`config.mk`:
```
export PLATFORM = sky130hd
export DESIGN_NAME = demux_sched
export DESIGN_NICKNAME = d
export VERILOG_FILES = /design/src/rtl/demux_sched.sv
export SDC_FILE = /design/constraint.sdc
export NUM_CORES = 1
export LEC_CHECK = 0
export CORE_MARGIN = 5
export CORE_UTILIZATION = 27
export CTS_BUF_LIST = sky130_fd_sc_hd__clkbuf_8
export CTS_CLUSTER_DIAMETER = 120
export DETAILED_ROUTE_END_ITERATION = 12
export HOLD_SLACK_MARGIN = 0.03
export PLACE_DENSITY = 0.58
export SYNTH_ARGS = -nofsm -noshare
export SYNTH_HDL_FRONTEND = slang
export SYNTH_SLANG_ARGS = --single-unit
```
`constraint.sdc`:
```
create_clock -name CLK -period 2.1 [get_ports CLK]
set_input_delay 0.42 -clock CLK [delete_from_list [all_inputs] [get_ports CLK]]
set_output_delay 0.42 -clock CLK [all_outputs]
set_load 0.005 [all_outputs]
```
`src/rtl/demux_sched.sv`:
```
// demux_sched -- one-word holding demultiplexer with a round-robin channel pointer.
//
// A word accepted on the input side (IV && IR) is held and offered to one of
// eight output channels, chosen by the round-robin pointer S. The offer stays
// up until that channel's ready bit is seen. The transfer then completes: CNT
// increments, S advances, and the block returns to IDLE. IDLE and SEND
// alternate, so at most one word is accepted every two cycles.
//
// Optional feature (macro DEMUX_SCHED_TIMEOUT_EN): if the selected channel
// stays not-ready for TMO SEND cycles, the same word is re-offered to the
// next channel. CNT does not change when this happens.
//
// Parameters:
//   W    data width of I and O
//   TMO  stall cycles before a channel is skipped (1..255, macro builds only)
//
// Ports:
//   CLK    clock, rising edge
//   RST_N  asynchronous active-low reset
//   EN     enable acceptance of new input words
//   I      input data word
//   IV     input valid
//   IR     input ready (IDLE and EN)
//   O      held data word, shared by all channels
//   OV     one-hot channel valid, bit k = channel k+1
//   OR     per-channel ready, bit k = channel k+1
//   S      current channel select (round-robin pointer)
//   CNT    completed transfer count, wraps 255 -> 0
module demux_sched #(
    parameter int W   = 8,
    parameter int TMO = 15
) (
    input  logic         CLK,
    input  logic         RST_N,
    input  logic         EN,
    input  logic [W-1:0] I,
    input  logic         IV,
    output logic         IR,
    output logic [W-1:0] O,
    output logic [7:0]   OV,
    input  logic [7:0]   OR,
    output logic [2:0]   S,
    output logic [7:0]   CNT
);

    typedef enum logic {
        IDLE = 1'b0,
        SEND = 1'b1
    } state_t;

    state_t         state;
    logic [W-1:0]   hold;
    logic [7:0]     ov_q;
    logic [2:0]     sel;
    logic [7:0]     cnt;

    // Reject an out-of-range stall limit when the design is elaborated.
    if (TMO < 1 || TMO > 255) begin : g_tmo_range
        $error("demux_sched: TMO must be in 1..255");
    end

`ifdef DEMUX_SCHED_TIMEOUT_EN
    localparam logic [7:0] STALL_LAST = 8'(TMO - 1);
    logic [7:0] stall;
`endif

    function automatic logic [7:0] onehot(input logic [2:0] idx);
        return 8'b1 << idx;
    endfunction

    // IR is decoded from registered state and EN only. Gating it with RST_N
    // keeps it low while reset is asserted, even though state already reads IDLE.
    assign IR  = RST_N && (state == IDLE) && EN;
    assign O   = hold;
    assign OV  = ov_q;
    assign S   = sel;
    assign CNT = cnt;

    // NOTE: every register in this block is updated with non-blocking
    // assignments. Reads of sel (e.g. onehot(sel + 1)) therefore see the
    // value from before this edge, which is what each transition relies on.
    always_ff @(posedge CLK or negedge RST_N) begin
        if (!RST_N) begin
            state <= IDLE;
            hold  <= '0;
            ov_q  <= '0;
            sel   <= '0;
            cnt   <= '0;
`ifdef DEMUX_SCHED_TIMEOUT_EN
            stall <= '0;
`endif
        end else if (state == IDLE) begin
            if (IV && EN) begin
                hold  <= I;
                ov_q  <= onehot(sel);
                state <= SEND;
`ifdef DEMUX_SCHED_TIMEOUT_EN
                stall <= '0;
`endif
            end
        end else begin
            // SEND: only the selected channel's ready bit matters.
            // EN is ignored here, so a transfer already under way always runs to completion.
            if (OR[sel]) begin
                cnt   <= cnt + 8'd1;
                sel   <= sel + 3'd1;
                ov_q  <= '0;
                state <= IDLE;
`ifdef DEMUX_SCHED_TIMEOUT_EN
                stall <= '0;
`endif
            end
`ifdef DEMUX_SCHED_TIMEOUT_EN
            // The skip fires on the TMO-th consecutive stalled cycle.
            // Completion above takes priority if ready arrives on that same cycle.
            else if (stall == STALL_LAST) begin
                sel   <= sel + 3'd1;
                ov_q  <= onehot(sel + 3'd1);
                stall <= '0;
            end else begin
                stall <= stall + 8'd1;
            end
`endif
        end
    end

endmodule
```
==> results of run 1 <==
logic make-up after synthesis:
group	after synthesis
simple gates	61
flops	28
compound gates	18
buf+inv	11
xor+xnor	8
fa+ha+maj	7
mux	5
layer usage:
| metal | track usage, % | vias to the layer above | part of all wire, % |
|---|---|---|---|
| met5 | 0 | - | 0 |
| met2 | 18.08 | 29 | 49 |
| met3 | 1.974 | 4 | 6.0 |
| met1 | 12.77 | 543 | 44 |
| met4 | 3.547 | 0 | 1.3 |
| li1 | - | 567 | - |
metrics by stage:
stage / utilization [%] / total power [mW]
global route: 40.27 / 2.762
floorplan: - / 1.512
finish: 40.27 / 2.548
global placement: 38.86 / 2.133
detailed placement: 38.86 / 2.155
CTS: 40.27 / 2.595
where the power goes:
| part | switching [mW] | internal, mW |
|---|---|---|
| sequential | 0.179 | 0.745 |
| combinational | 0.510 | 0.687 |
| clock | 0.172 | 0.255 |
| total | 0.861 | 1.69 |
critical path, delay by kind of cell:
family                 cells  cell delay, ns
XOR/XNOR                   1            0.17
buffers and inverters      1            0.46
multiplexers               1            0.08
AND/OR/NAND/NOR            3            1.15
registers in the layout (all words and copies together) (netlist names):
name,cells
CNT,8
S,3
state,1
OV,8
O,8
synthesized netlist by cell type, drive strengths merged:
cell type / instances / share of area [%]
or4: 1 / 0.82
and2b: 1 / 0.64
mux2: 4 / 3.3
or3: 1 / 0.82
nand4: 2 / 0.91
nand3: 9 / 3.3
xnor2: 4 / 3.1
a21boi: 3 / 1.6
clkbuf: 4 / 1.1
inv: 5 / 1.4
dfrtp: 28 / 51
a21o: 3 / 1.6
o22ai: 4 / 1.8
nand2b: 2 / 0.91
and3: 3 / 1.7
nand2: 35 / 9.5
buf: 2 / 1.6
ha: 7 / 6.4
and2: 1 / 0.45
nor3: 2 / 0.73
mux2i: 1 / 0.73
a2111oi: 1 / 0.64
xor2: 4 / 2.5
o21ai: 7 / 2.5
nor2: 4 / 1.1
path summary, 6_finish.rpt:
kind	startpoint	end	slack (ns)	cells after the start
worst max-delay path	OR[6]	CNT[4]$_DFFE_PN0P_	-0.005	6
worst min-delay path	CNT[7]$_DFFE_PN0P_	CNT[7]$_DFFE_PN0P_	0.48	1
worst max register to register	S[0]$_DFFE_PN0P_	CNT[4]$_DFFE_PN0P_	0.06	5
worst min register to register	CNT[7]$_DFFE_PN0P_	CNT[7]$_DFFE_PN0P_	0.48	1
max in group asynchronous	RST_N	OV[5]$_DFFE_PN0P_	1.19	2
min in group asynchronous	RST_N	S[2]$_DFFE_PN0P_	0.65	2
area by class of cell:
class	count	area, um2
fillers	529	3012
flip-flops and latches	28	700.7
multi-input cells	99	621.8
repair buffers	55	530.5
well taps	70	87.58
clock buffers	3	41.29
clock inverters	1	30.03
inverters	5	18.77
placed cells by master, fill, tap and decap left out, types with 5 or more instances in the layout:
cell type        instances
clkdlybuf4s50_1         47
buf_4                    8
inv_1                    5
o21ai_0                  7
nand2_1                 35
nand3_1                  9
ha_1                     7
dfrtp_1                 28
==> qor.yml, run 1 <==
status: "finished, violations left"
violations: "negative setup slack"
tightest_slew_ns: 0.9169
grt-ovfl-total: 0
hp-class: "reg -> reg"
syn_inst: 138
synth_mux_area_share_pct: 3.993
grt_pass1_wl_um: 5313
cts_buffer_depth: 2
syn_area_per_cell_um2: 9.991
htree_num_levels: 1
min_period_ns: 2.105
power.leakage_nw: 0.9253
layout_setup_ws_ns: -0.004626
required_ns: 2.27
num_rows: 26
post-dp-hpwl_um: 2570
synth-simple-area-share_pct: 20.87
final.setup.tns_ns: -0.004626
chipWidth_um: 81.46
powerDensity_nw_per_um2: 1255
cts_setup_buffers: 0
place.gp.congestion: 0.7504
via_per_inst: 4.379
clk_pin_slew_worst_paths_ns: 0.10
antenna_found_initial: 0
drive_gt1_share_pct: 10.47
cts_resized: 0
slew_violations: 0
fin_nets: 219
path_class: "in -> reg"
pin_count: 48
drt_wl_total_um: 3315
ctsHoldBuffers: 0
hold_viol: 0
crit_path_max_incr_delay_ns: 0.75
fmax_mhz: 475.1
crit_chain: "clkdlybuf4s50_1 -> mux2i_1 -> and3_4 -> nor3_1 -> nand4_1 -> xnor2_1"
ir_worst_vdd_uv: 394.2
yosysSeqAreaShare_pct: 50.82
io_buffers: 47
cts_tree: "done"
grt_max_degree: 29
post-route-cell-area_um2: 2031
final_cells: 261
clk_latency_ns: 0.27
placed_cells: 257
cts.sinks: 28
area_growth_pct: 47.28
maxSlewHeadroom_pct: 38.40
fin_crit_sh_pct: 100.2
synth-adder-area-share_pct: 6.352
hold_ws_ns: 0.4764
diodes: 0
wl_per_cell_um: 12.70
post_dp_cell_area_um2: 1959
startpoint_type: "input port"
synth-compound-area-share_pct: 8.258
first_pass_iters: 2
netlist_area_um2: 1379
place_ws_ns: -0.3042
grt_use_total_pct: 10.38
core_um2: 5042
die_area_um2: 6636
arrival_ns: 2.27
max_cap_violations: 0
ys_warn_count: 0
start_util_pct: 27.34
end_kind: "register"
synth_xor_area_share_pct: 5.626
die_h_um: 81.46
drt.antenna.violating_nets: 0
cts_buffers: 3
synth-seq-cells: 28
first_iter_violations: 46
setup_viol: 1
rsz0062_at_grt: "true"
worstPathMaxFanout: 8
synth_top_family_by_area: "simple AND/OR/NAND/NOR gates"
drc: 0
synth.distinct_cells: 28
syn_nets: 165
clockRootBuffer: "clkbuf_8"
grt_pass1_vias: 1123
cp_slowest_cell: "nor3_1"
skew_ns: 0.001556
vias: 1143
(Power assumes the default switching activity.)
==> run 2, diff against run 1 <==
--- a/config.mk
+++ b/config.mk
@@ -5,7 +5,7 @@
 export SDC_FILE = /design/constraint.sdc
 export NUM_CORES = 1
 export LEC_CHECK = 0
-export CORE_MARGIN = 5
+export CORE_MARGIN = 2
 export CORE_UTILIZATION = 27
 export CTS_BUF_LIST = sky130_fd_sc_hd__clkbuf_8
 export CTS_CLUSTER_DIAMETER = 120
==> qor.yml, run 2 (synthesis gave the netlist of run 1 again) <==
status: "complete, no violations"
layout_setup_ws_ns: 0.05839
chipWidth_um: 75.46
required_ns: 1.68
final.setup.tns_ns: 0
grt_pass1_vias: 1073
drt.antenna.violating_nets: 0
post-dp-hpwl_um: 2385
hp-class: "reg -> reg"
antenna_found_initial: 0
fin_crit_sh_pct: 97.22
setup_viol: 0
place_ws_ns: -0.2688
power.leakage_nw: 0.9291
ir_worst_vdd_uv: 553.1
r2r_slack_ns: 0.10
ctsHoldBuffers: 0
hold_viol: 0
p_total_mw: 2.591
slew_violations: 0
fin_nets: 220
rsz0062_at_grt: "false"
cts_resized: 1
core_um2: 5010
path_class: "in -> out"
skew_ns: 0.006981
grt_use_total_pct: 12.58
fmax_mhz: 489.8
startpoint_type: "input port"
maxSlewHeadroom_pct: 69.51
min_period_ns: 2.042
clk_latency_ns: 0.28
wl_per_cell_um: 12.47
area_growth_pct: 48.37
drive_gt1_share_pct: 11.98
grt_max_degree: 29
crit_start: "RST_N"
via_per_inst: 4.370
hold_ws_ns: 0.4735
start_util_pct: 27.52
arrival_ns: 1.62
layout_commonest_cell: "clkdlybuf4s50_1"
htree_num_levels: 1
num_rows: 26
placed_cells: 258
grt-ovfl-total: 0
first_pass_iters: 4
die_h_um: 75.46
max_cap_violations: 0
cts.sinks: 28
die_area_um2: 5694
cts_tree: "done"
vias: 1145
fillers: 518
cts_setup_buffers: 0
pin_count: 48
io_buffers: 47
first_iter_violations: 22
min_from: "CNT[7]$_DFFE_PN0P_"
grt_pass1_wl_um: 5354
cts_buffers: 3
timing.rr.start: "S[0]$_DFFE_PN0P_"
final_cells: 262
powerDensity_nw_per_um2: 1267
drc: 0
place.gp.congestion: 0.7466
diodes: 0
worstPathMaxFanout: 2
tightest_slew_ns: 0.4562
mostFrequentLayoutCells: "clkdlybuf4s50_1 (47), nand2_1 (35), dfrtp_1 (27), nand3_1 (9), buf_4 (9)"
end_kind: "primary output"
cts_buffer_depth: 2
clk_pin_slew_worst_paths_ns: 0.09
clockRootBuffer: "clkbuf_8"
drt_wl_total_um: 3268
-- run 2: changes by cell type in the layout (fill, tap and decap cells not counted) --
cell	delta
dfrtp_2	+1
dfrtp_1	-1
nor3_1	-1
buf_4	+1
a2111oi_1	+1
a2111oi_0	-1
nor3_2	+1
-- run 2: per-layer routing --
| metal | global-route usage (%) | part of all wire [%] |
|---|---|---|
| met3 | 2.249 | 5.3 |
| met5 | 0 | 0 |
| met4 | 4.678 | 1.5 |
| met1 | 18.08 | 48 |
| met2 | 18.94 | 45 |
-- run 2: worst paths after layout --
check	to	depth (start not counted)
max	IR	3
min	CNT[7]$_DFFE_PN0P_	1
max reg2reg	CNT[1]$_DFFE_PN0P_	5
min reg2reg	CNT[7]$_DFFE_PN0P_	1
max in group asynchronous	S[0]$_DFFE_PN0P_	2
min in group asynchronous	S[2]$_DFFE_PN0P_	2
-- run 2: layout make-up --
type	instances	area, um2	area share [%]
Tap cell	70	87.58	4.281
Clock inverter	1	30.03	1.468
Clock buffer	3	41.29	2.018
Inverter	5	18.77	0.9174
Sequential cell	28	701.9	34.31
Multi-Input combinational cell	99	628.1	30.70
Timing Repair Buffer	56	538.0	26.30
-- run 2: power by group --
group          leakage, nW  internal (mW)  total (mW)  switching (mW)
combinational        0.538          0.707        1.22           0.511
sequential           0.356          0.747       0.942           0.195
clock               0.0357          0.255       0.431           0.175
-- run 2: worst max-delay path, stage by stage --
cell and delay, ns:
clkdlybuf4s50_1 0.53, and3_1 0.17, clkdlybuf4s50_1 0.50
-- run 2: metrics by stage --
stage | instance area (um2) | util [%]
final | 2046 | 40.83
after global routing | 2046 | 40.83
after global placement | 1967 | 39.26
after CTS | 2039 | 40.71
after floorplan | 1379 | -
after detailed placement | 1967 | 39.26
==> run 3, diff against run 2 <==
--- a/config.mk
+++ b/config.mk
@@ -10,8 +10,9 @@
 export CTS_BUF_LIST = sky130_fd_sc_hd__clkbuf_8
 export CTS_CLUSTER_DIAMETER = 120
 export DETAILED_ROUTE_END_ITERATION = 12
+export GPL_TIMING_DRIVEN = 0
 export HOLD_SLACK_MARGIN = 0.03
-export PLACE_DENSITY = 0.58
+export PLACE_DENSITY = 0.56
 export SYNTH_ARGS = -nofsm -noshare
 export SYNTH_HDL_FRONTEND = slang
 export SYNTH_SLANG_ARGS = --single-unit
==> constraint.sdc (replaced) <==
create_clock -name CLK -period 2.45 [get_ports CLK]
set_input_delay 0.49 -clock CLK [delete_from_list [all_inputs] [get_ports CLK]]
set_output_delay 0.49 -clock CLK [all_outputs]
set_load 0.005 [all_outputs]
==> qor.yml, run 3 (synthesis gave the netlist of run 1 again) <==
power_frac_seq_pct: 36.5
fmax_mhz: 444.3
slew_violations: 0
cts_tree: "done"
end_kind: "primary output"
status: "complete, no violations"
comb_power_share_pct: 46.5
cts.sinks: 28
num_rows: 26
maxSlewHeadroom_pct: 42.70
grt_use_total_pct: 11.15
cts_setup_buffers: 0
fin_crit_sh_pct: 91.86
grt_max_degree: 30
p_switching_uw: 730.0
r2r_slack_ns: 0.21
path_class: "reg -> out"
chipWidth_um: 75.46
clk_latency_ns: 0.27
powerDensity_nw_per_um2: 1076
ir_worst_vdd_uv: 349.5
cts_buffers: 3
vias: 1118
clockRootBuffer: "clkbuf_8"
setup_viol: 0
place.gp.congestion: 0.7087
hp-class: "in -> async"
min_period_ns: 2.251
io_buffers: 47
fin_nets: 217
start_util_pct: 27.52
hold_viol: 0
required_ns: 1.96
hold_ws_ns: 0.2271
clk_pin_slew_worst_paths_ns: 0.10
drive_gt1_share_pct: 7.937
crit_start: "state$_DFF_PN0_"
diodes: 0
final_util_pct: 39.99
grt_pass1_vias: 1068
max_cap_violations: 0
power.internal_mw: 1.425
drt.antenna.violating_nets: 0
switching_share_pct: 33.87
timing.rr.start: "S[0]$_DFFE_PN0P_"
startpoint_type: "register"
drt_wl_total_um: 3058
die_area_um2: 5694
arrival_ns: 1.76
layout_setup_ws_ns: 0.1994
core_um2: 5010
cp-endpoint: "IR"
grt_pass1_wl_um: 5002
power.leakage_nw: 0.9039
antenna_found_initial: 0
area_growth_pct: 45.28
first_pass_iters: 4
wl_per_cell_um: 11.81
layout_commonest_cell: "clkdlybuf4s50_1"
post-dp-hpwl_um: 2217
rr_worst_depth: 6
place_ws_ns: -0.7641
htree_num_levels: 1
tightest_slew_ns: 0.8529
drc: 0
cts_buffer_depth: 2
rr_endpoint: "S[1]$_DFFE_PN0P_"
mostFrequentLayoutCells: "clkdlybuf4s50_1 (46), nand2_1 (35), dfrtp_1 (28), nand3_1 (9)"
die_h_um: 75.46
rsz0062_at_grt: "false"
first_iter_violations: 62
worstPathMaxFanout: 8
clkPwrFrac_pct: 17.0
via_per_inst: 4.317
pin_count: 48
grt-ovfl-total: 0
skew_ns: 0.001405
==> run 3: power by group through the flow <==
stage | clock network (mW) | logic (mW) | registers (mW)
2_1_floorplan | 0 | 0.504 | 0.792
3_3_place_gp | 0 | 1.01 | 0.797
3_5_place_dp | 0 | 1.02 | 0.801
4_1_cts | 0.381 | 1.02 | 0.793
5_1_grt | 0.403 | 1.12 | 0.819
6_report | 0.366 | 1.00 | 0.787
==> run 3: layer usage <==
layer	routed length [um]	share of wire, %	track usage (%)	up-vias
met5	0	0	0	-
met4	12	0.39	2.924	0
met3	181	5.9	2.116	2
met2	1431	47	17.49	26
met1	1432	47	15.87	524
li1	-	-	-	566
==> run 3: repair_timing <==
item / 4_1_cts / 5_1_grt
endpoints found under the setup margin: 1 / 1
hold buffers: 0 / 0
resized for setup: 4 / 1
==> run 3: final cells by class <==
type | count | area [um2]
Fill cell | 535 | 3007
Sequential cell | 28 | 700.7
Multi-Input combinational cell | 99 | 621.8
Timing Repair Buffer | 47 | 465.4
Tap cell | 70 | 87.58
Clock buffer | 3 | 41.29
Buffer | 6 | 37.54
Clock inverter | 1 | 30.03
Inverter | 5 | 18.77
==> run 3: worst min-delay path by stage <==
stage,startpoint,end,cells after the start
after global routing,RST_N,O[5]$_DFFE_PN0P_,1
after floorplan,RST_N,CNT[0]$_DFFE_PN0P_,0
after CTS,RST_N,O[5]$_DFFE_PN0P_,1
final,RST_N,OV[6]$_DFFE_PN0P_,1
after detailed placement,CNT[7]$_DFFE_PN0P_,CNT[7]$_DFFE_PN0P_,1
after global placement,O[7]$_DFFE_PN0P_,O[7]$_DFFE_PN0P_,2
==> run 3: metrics by stage <==
| step | total power, mW | TNS [ns] | std cells | instance area [um2] |
|---|---|---|---|---|
| final | 2.155 | 0 | 259 | 2003 |
| after global routing | 2.340 | 0 | 259 | 2003 |
| after CTS | 2.197 | 0 | 259 | 2008 |
| after detailed placement | 1.819 | -0.8646 | 255 | 1937 |
| after global placement | 1.807 | -0.7389 | 255 | 1937 |
| after floorplan | 1.296 | 0 | 138 | 1379 |
==> run 3: worst max-delay path: stages (launching register included) <==
cell             delay, ns
dfrtp_1               0.33
clkbuf_1              0.34
inv_1                 0.20
and3_1                0.19
clkdlybuf4s50_1       0.44
